## src/rtl/mdu_iter.sv

```systemverilog
// Iterative MIPS32 multiply/divide unit: one bit per clock into a HI/LO pair.
// Define MDU_DIV_EN to build the divider; otherwise DIV/DIVU complete with zero results.
module mdu_iter #(
  parameter int unsigned WIDTH = 32
) (
  input  logic             clk,
  input  logic             rst,
  input  logic             start,
  input  logic [1:0]       op,
  input  logic [WIDTH-1:0] a,
  input  logic [WIDTH-1:0] b,
  output logic             busy,
  output logic             done,
  output logic [WIDTH-1:0] hi,
  output logic [WIDTH-1:0] lo
);

  localparam int unsigned CW = $clog2(WIDTH + 1);

  typedef enum logic [1:0] {IDLE, RUN, SIGN} state_t;

  state_t             state;
  logic [CW-1:0]      cnt;
  logic               is_div;
  logic               neg_main;
  logic [WIDTH-1:0]   operand;
  logic [2*WIDTH-1:0] acc;

  logic               sign_a;
  logic               sign_b;
  logic [WIDTH-1:0]   mag_a;
  logic [WIDTH-1:0]   mag_b;
  logic [WIDTH:0]     mul_sum;
  logic [2*WIDTH-1:0] step_next;
  logic [2*WIDTH-1:0] prod;
  logic [WIDTH-1:0]   res_hi;
  logic [WIDTH-1:0]   res_lo;

`ifdef MDU_DIV_EN
  logic               neg_r;
  logic               div0;
  logic [WIDTH-1:0]   rem;
  logic [WIDTH:0]     rem_sh;
  logic               ge;
  logic [WIDTH-1:0]   rem_diff;
  logic [WIDTH-1:0]   rem_next;
`endif

  always_comb begin
    sign_a  = ~op[0] & a[WIDTH-1];
    sign_b  = ~op[0] & b[WIDTH-1];
    mag_a   = sign_a ? -a : a;
    mag_b   = sign_b ? -b : b;

    // acc low half holds the multiplier (mult) or the dividend/quotient (div)
    mul_sum   = {1'b0, acc[2*WIDTH-1:WIDTH]} + (acc[0] ? {1'b0, operand} : '0);
    step_next = {mul_sum, acc[WIDTH-1:1]};

    prod   = neg_main ? -acc : acc;
    res_hi = prod[2*WIDTH-1:WIDTH];
    res_lo = prod[WIDTH-1:0];

`ifdef MDU_DIV_EN
    // remainder stays below the divisor, so WIDTH bits of the difference suffice
    rem_sh   = {rem, acc[WIDTH-1]};
    ge       = rem_sh >= {1'b0, operand};
    rem_diff = rem_sh[WIDTH-1:0] - operand;
    rem_next = ge ? rem_diff : rem_sh[WIDTH-1:0];
    if (is_div) begin
      step_next = {acc[2*WIDTH-1:WIDTH], acc[WIDTH-2:0], ge};
      res_hi    = neg_r ? -rem : rem;
      res_lo    = div0 ? '1 : (neg_main ? -acc[WIDTH-1:0] : acc[WIDTH-1:0]);
    end
`else
    if (is_div) begin
      res_hi = '0;
      res_lo = '0;
    end
`endif
  end

  always_ff @(posedge clk) begin
    if (rst) begin
      state    <= IDLE;
      cnt      <= '0;
      busy     <= 1'b0;
      done     <= 1'b0;
      hi       <= '0;
      lo       <= '0;
      is_div   <= 1'b0;
      neg_main <= 1'b0;
      operand  <= '0;
      acc      <= '0;
`ifdef MDU_DIV_EN
      neg_r    <= 1'b0;
      div0     <= 1'b0;
      rem      <= '0;
`endif
    end else begin
      case (state)
        IDLE: begin
          done <= 1'b0;
          if (start) begin
            is_div   <= op[1];
            neg_main <= sign_a ^ sign_b;
            operand  <= op[1] ? mag_b : mag_a;
            acc      <= {{WIDTH{1'b0}}, (op[1] ? mag_a : mag_b)};
`ifdef MDU_DIV_EN
            neg_r    <= sign_a;
            div0     <= op[1] & (b == '0);
            rem      <= '0;
`endif
            cnt      <= CW'(WIDTH);
            busy     <= 1'b1;
            state    <= RUN;
          end
        end
        RUN: begin
          acc <= step_next;
`ifdef MDU_DIV_EN
          rem <= rem_next;
`endif
          cnt <= cnt - 1'b1;
          if (cnt == CW'(1))
            state <= SIGN;
        end
        SIGN: begin
          hi    <= res_hi;
          lo    <= res_lo;
          done  <= 1'b1;
          busy  <= 1'b0;
          state <= IDLE;
        end
        default: state <= IDLE;
      endcase
    end
  end

endmodule

```

## config.mk

```make
export PLATFORM = sky130hd
export DESIGN_NAME = mdu_iter
export DESIGN_NICKNAME = d
export VERILOG_FILES = /design/src/rtl/mdu_iter.sv
export SDC_FILE = /design/constraint.sdc
export NUM_CORES = 1
export LEC_CHECK = 0
export BUFFER_PORTS_ARGS = -buffer_cell sky130_fd_sc_hd__buf_2
export CORE_MARGIN = 2
export CORE_UTILIZATION = 55
export CTS_BUF_LIST = sky130_fd_sc_hd__clkbuf_2 sky130_fd_sc_hd__clkbuf_4 sky130_fd_sc_hd__clkbuf_8
export DETAILED_ROUTE_END_ITERATION = 8
export GPL_TIMING_DRIVEN = 0
export PLACE_DENSITY = 0.81
export SLEW_MARGIN = 10
export SYNTH_ARGS = -nofsm -noshare
export SYNTH_HDL_FRONTEND = slang
export SYNTH_SLANG_ARGS = --single-unit
```

## constraint.sdc

```tcl
create_clock -name clk -period 3 [get_ports clk]
set_clock_uncertainty 0.1 [all_clocks]
set_input_delay 0.6 -clock clk [delete_from_list [all_inputs] [get_ports clk]]
set_output_delay 0.6 -clock clk [all_outputs]
set_load 0.005 [all_outputs]
```

==> flow_summary.toml <==
[critical_path]
critPathRequiredTime_ps = 3250
worstRegToRegCells = 8
cp_max_fo = 3
r2r-end = "hi[29]"
slowest_stage = "or4_4"
start_kind = "flip-flop"
critical_path_arrival_ps = 3460
regToRegStartpoint = "acc[14]"
slowest_delay_ps = 580
setup.worst_path.class = "reg -> reg"
reg2reg_slack_ps = -210
end_kind = "flip-flop"
cp_cell_sequence = "or4_4 -> or3_4 -> or4_4 -> or4_4 -> buf_12 -> o31ai_4 -> xor2_1 -> o21ai_1"
cpMostUsedCell = "or4_4"

[worst_hold_path]
min_path_cells = 2
min_from = "hi[23]"
whs_endpoint = "hi[23]"
hold_path.class = "reg -> reg"

[sta]
finalCritPeriodShare_pct = 107
worst_slack_ps = -211
setup_violations = 20
tightest_slew_ps = 969
slew_headroom_pct = 35.4
post-route-min-period_ps = 3210
maxSlewViolCount = 0
final_hold_viol_count = 0
fin_hold_ws_ps = 347
setup_tns_ps = -2200
fmax_ghz = 0.311
rsz0062_at_grt = "true"

[cts]
cts_made_buffers = 17
clockBufferDepth = 2
htreeDepth = 4
cts-hold-fix-buffers = 0
clock-sinks = 172
clkTransAtPathRegs_ps = 100
clk_latency_ps = 470
cts_root_buf = "clkbuf_8"
cts_tree = "built"

[placement]
placed_area_mm2 = 0.0120
globalplace.congestion = 0.999
dp_hpwl_mm = 27.8
portBuffers = 133

[status]
violations = "negative setup slack"
status = "finished, violations left"

[floorplanning]
fp.dieW_um = 145
ioPinCount = 135
initial_utilization_pct = 56.2
coreArea_mm2 = 0.0195
die-area_mm2 = 0.0210
die_height_um = 145
core.rowCount = 51

[yosys]
synth-async-reset-ratio_pct = 0
ys.flop_type = "dfxtp_1"
synth_top_area_cell = "dfxtp_1"
synth.most_common_cell = "nand2_1"
ys_warn_count = 0
syn-num-nets = 1517
synthCells = 1410
synthTopCellsByCount = "179 x nand2_1, 172 x dfxtp_1, 140 x o21ai_0, 107 x nor2_1, 93 x xor2_1"
synth-edff-count = 0
synth_cell_types = 67
netlist_area_mm2 = 0.0109
avgSynthCellArea_um2 = 7.76
ys_ff_latch = 172
synth.area.top_cells = "dfxtp_1 31%, xor2_1 7.4%, o21ai_0 6.4%"
yosysSeqAreaShare_pct = 31.5
synth.top_cell.area_share_pct = 31.5

[layout]
fin_nets = 1698
syn2layout_area_growth_pct = 21.1
drive_gt1_share_pct = 18.6
final_cell_area_mm2 = 0.0132
fillCellCount = 1574
antennaDiodeCount = 0

[global_route]
grt_max_degree = 17
grt_pass1_wl_mm = 56.7
busiest_layer = "met2"
grt_pass1_vias = 10600
grtUsageMet2_pct = 51.6
use_met1_pct = 46.9
antenna_found_initial = 0
grtUsageMet3_pct = 7.08
overflow = 0
grt.total_usage_pct = 33.4

[detailed_routing]
wire_per_inst_um = 20.1
ant_nets = 0
dr_total_vias = 11900
drt_iter0_drc = 1367
drc_errors = 0
firstDrtPassIters = 5
wirelength_mm = 37.6
avgViaCountPerCell = 6.34

[power]
power_uw = 5640
ir_drop_mv = 0.297
power_density_mw_per_mm2 = 426
p_leak_uw = 0.00517

[run]
max-cap-violations = 0
[state kept, by name, indices dropped and copies added (netlist names)]
signal,flops
done,1
hi,32
state,2
is_div,1
busy,1
lo,32
operand,32
acc,64
cnt,6
neg_main,1
[power breakdown]
part	leakage, µW	internal (µW)	switching [µW]
clock network	0.000227	1040	874
registers	0.00140	2380	132
logic	0.00354	461	749
[cell type report]
| cell class | instances | area, µm² | area share, % |
|---|---|---|---|
| Buffer | 84 | 342 | 2.58 |
| Clock buffer | 21 | 270 | 2.04 |
| Clock inverter | 10 | 188 | 1.42 |
| Inverter | 22 | 82.6 | 0.623 |
| Multi-Input combinational cell | 1125 | 7570 | 57.2 |
| Sequential cell | 172 | 3470 | 26.2 |
| Tap cell | 265 | 332 | 2.50 |
| Timing Repair Buffer | 169 | 987 | 7.45 |
[metrics by stage]
| step | utilization [%] | instances | worst slack [ps] |
|---|---|---|---|
| 2_1_floorplan | - | 1410 | -47.0 |
| 3_3_place_gp | 61.6 | 1808 | -493 |
| 3_5_place_dp | 61.6 | 1808 | -504 |
| 4_1_cts | 65.5 | 1848 | -273 |
| 5_1_grt | 68.1 | 1868 | -257 |
| 6_report | 68.1 | 1868 | -211 |
[worst max path at each step]
stage | start | endpoint | slack, ps | depth (start not counted)
floorplan | acc[22] | hi[31] | -50 | 8
global placement | a[1] | acc[30] | -490 | 10
detailed placement | acc[0] | acc[63] | -500 | 13
CTS | acc[19] | hi[27] | -270 | 8
global route | acc[14] | hi[27] | -260 | 8
finish | acc[14] | hi[29] | -210 | 8
[kinds of logic after synthesis]
group / Yosys count / share of synthesized area [%]
flops: 172 / 31.5
xor+xnor: 141 / 11.3
buf+inv: 113 / 3.96
fa+ha+maj: 38 / 4.41
compound gates: 446 / 26.3
mux: 9 / 0.824
simple gates: 491 / 21.8
[placed cells by master (no fill, tap or decap), types with 27 or more instances in the layout]
| master | count |
|---|---|
| nand2_1 | 176 |
| dfxtp_1 | 161 |
| buf_2 | 134 |
| o21ai_0 | 116 |
| nor2_1 | 107 |
| xor2_1 | 92 |
| a21oi_1 | 85 |
| clkbuf_1 | 74 |
| xnor2_1 | 48 |
| and2_1 | 38 |
| ha_1 | 31 |
| a22oi_1 | 29 |
| buf_4 | 27 |
[layer usage]
metal | vias up | routed length (µm)
met4 | 0 | 1280
li1 | 5497 | -
met1 | 5561 | 15900
met5 | - | 0
met2 | 695 | 16400
met3 | 97 | 3970
[critical path: cells and delay by family (launching register included)]
family,cells,cell delay (ps)
simple gates,4,2000
flops,1,370
compound gates,2,280
xor+xnor,1,170
buf+inv,1,160
[timing repair]
item	in CTS	in global routing
setup buffers	13	23
cloned	0	0
hold endpoints to repair	0	0
setup endpoints to repair	40	52
pin swaps	17	28
resized for setup	54	79
Note: power is estimated with default switching activity, not from simulation.
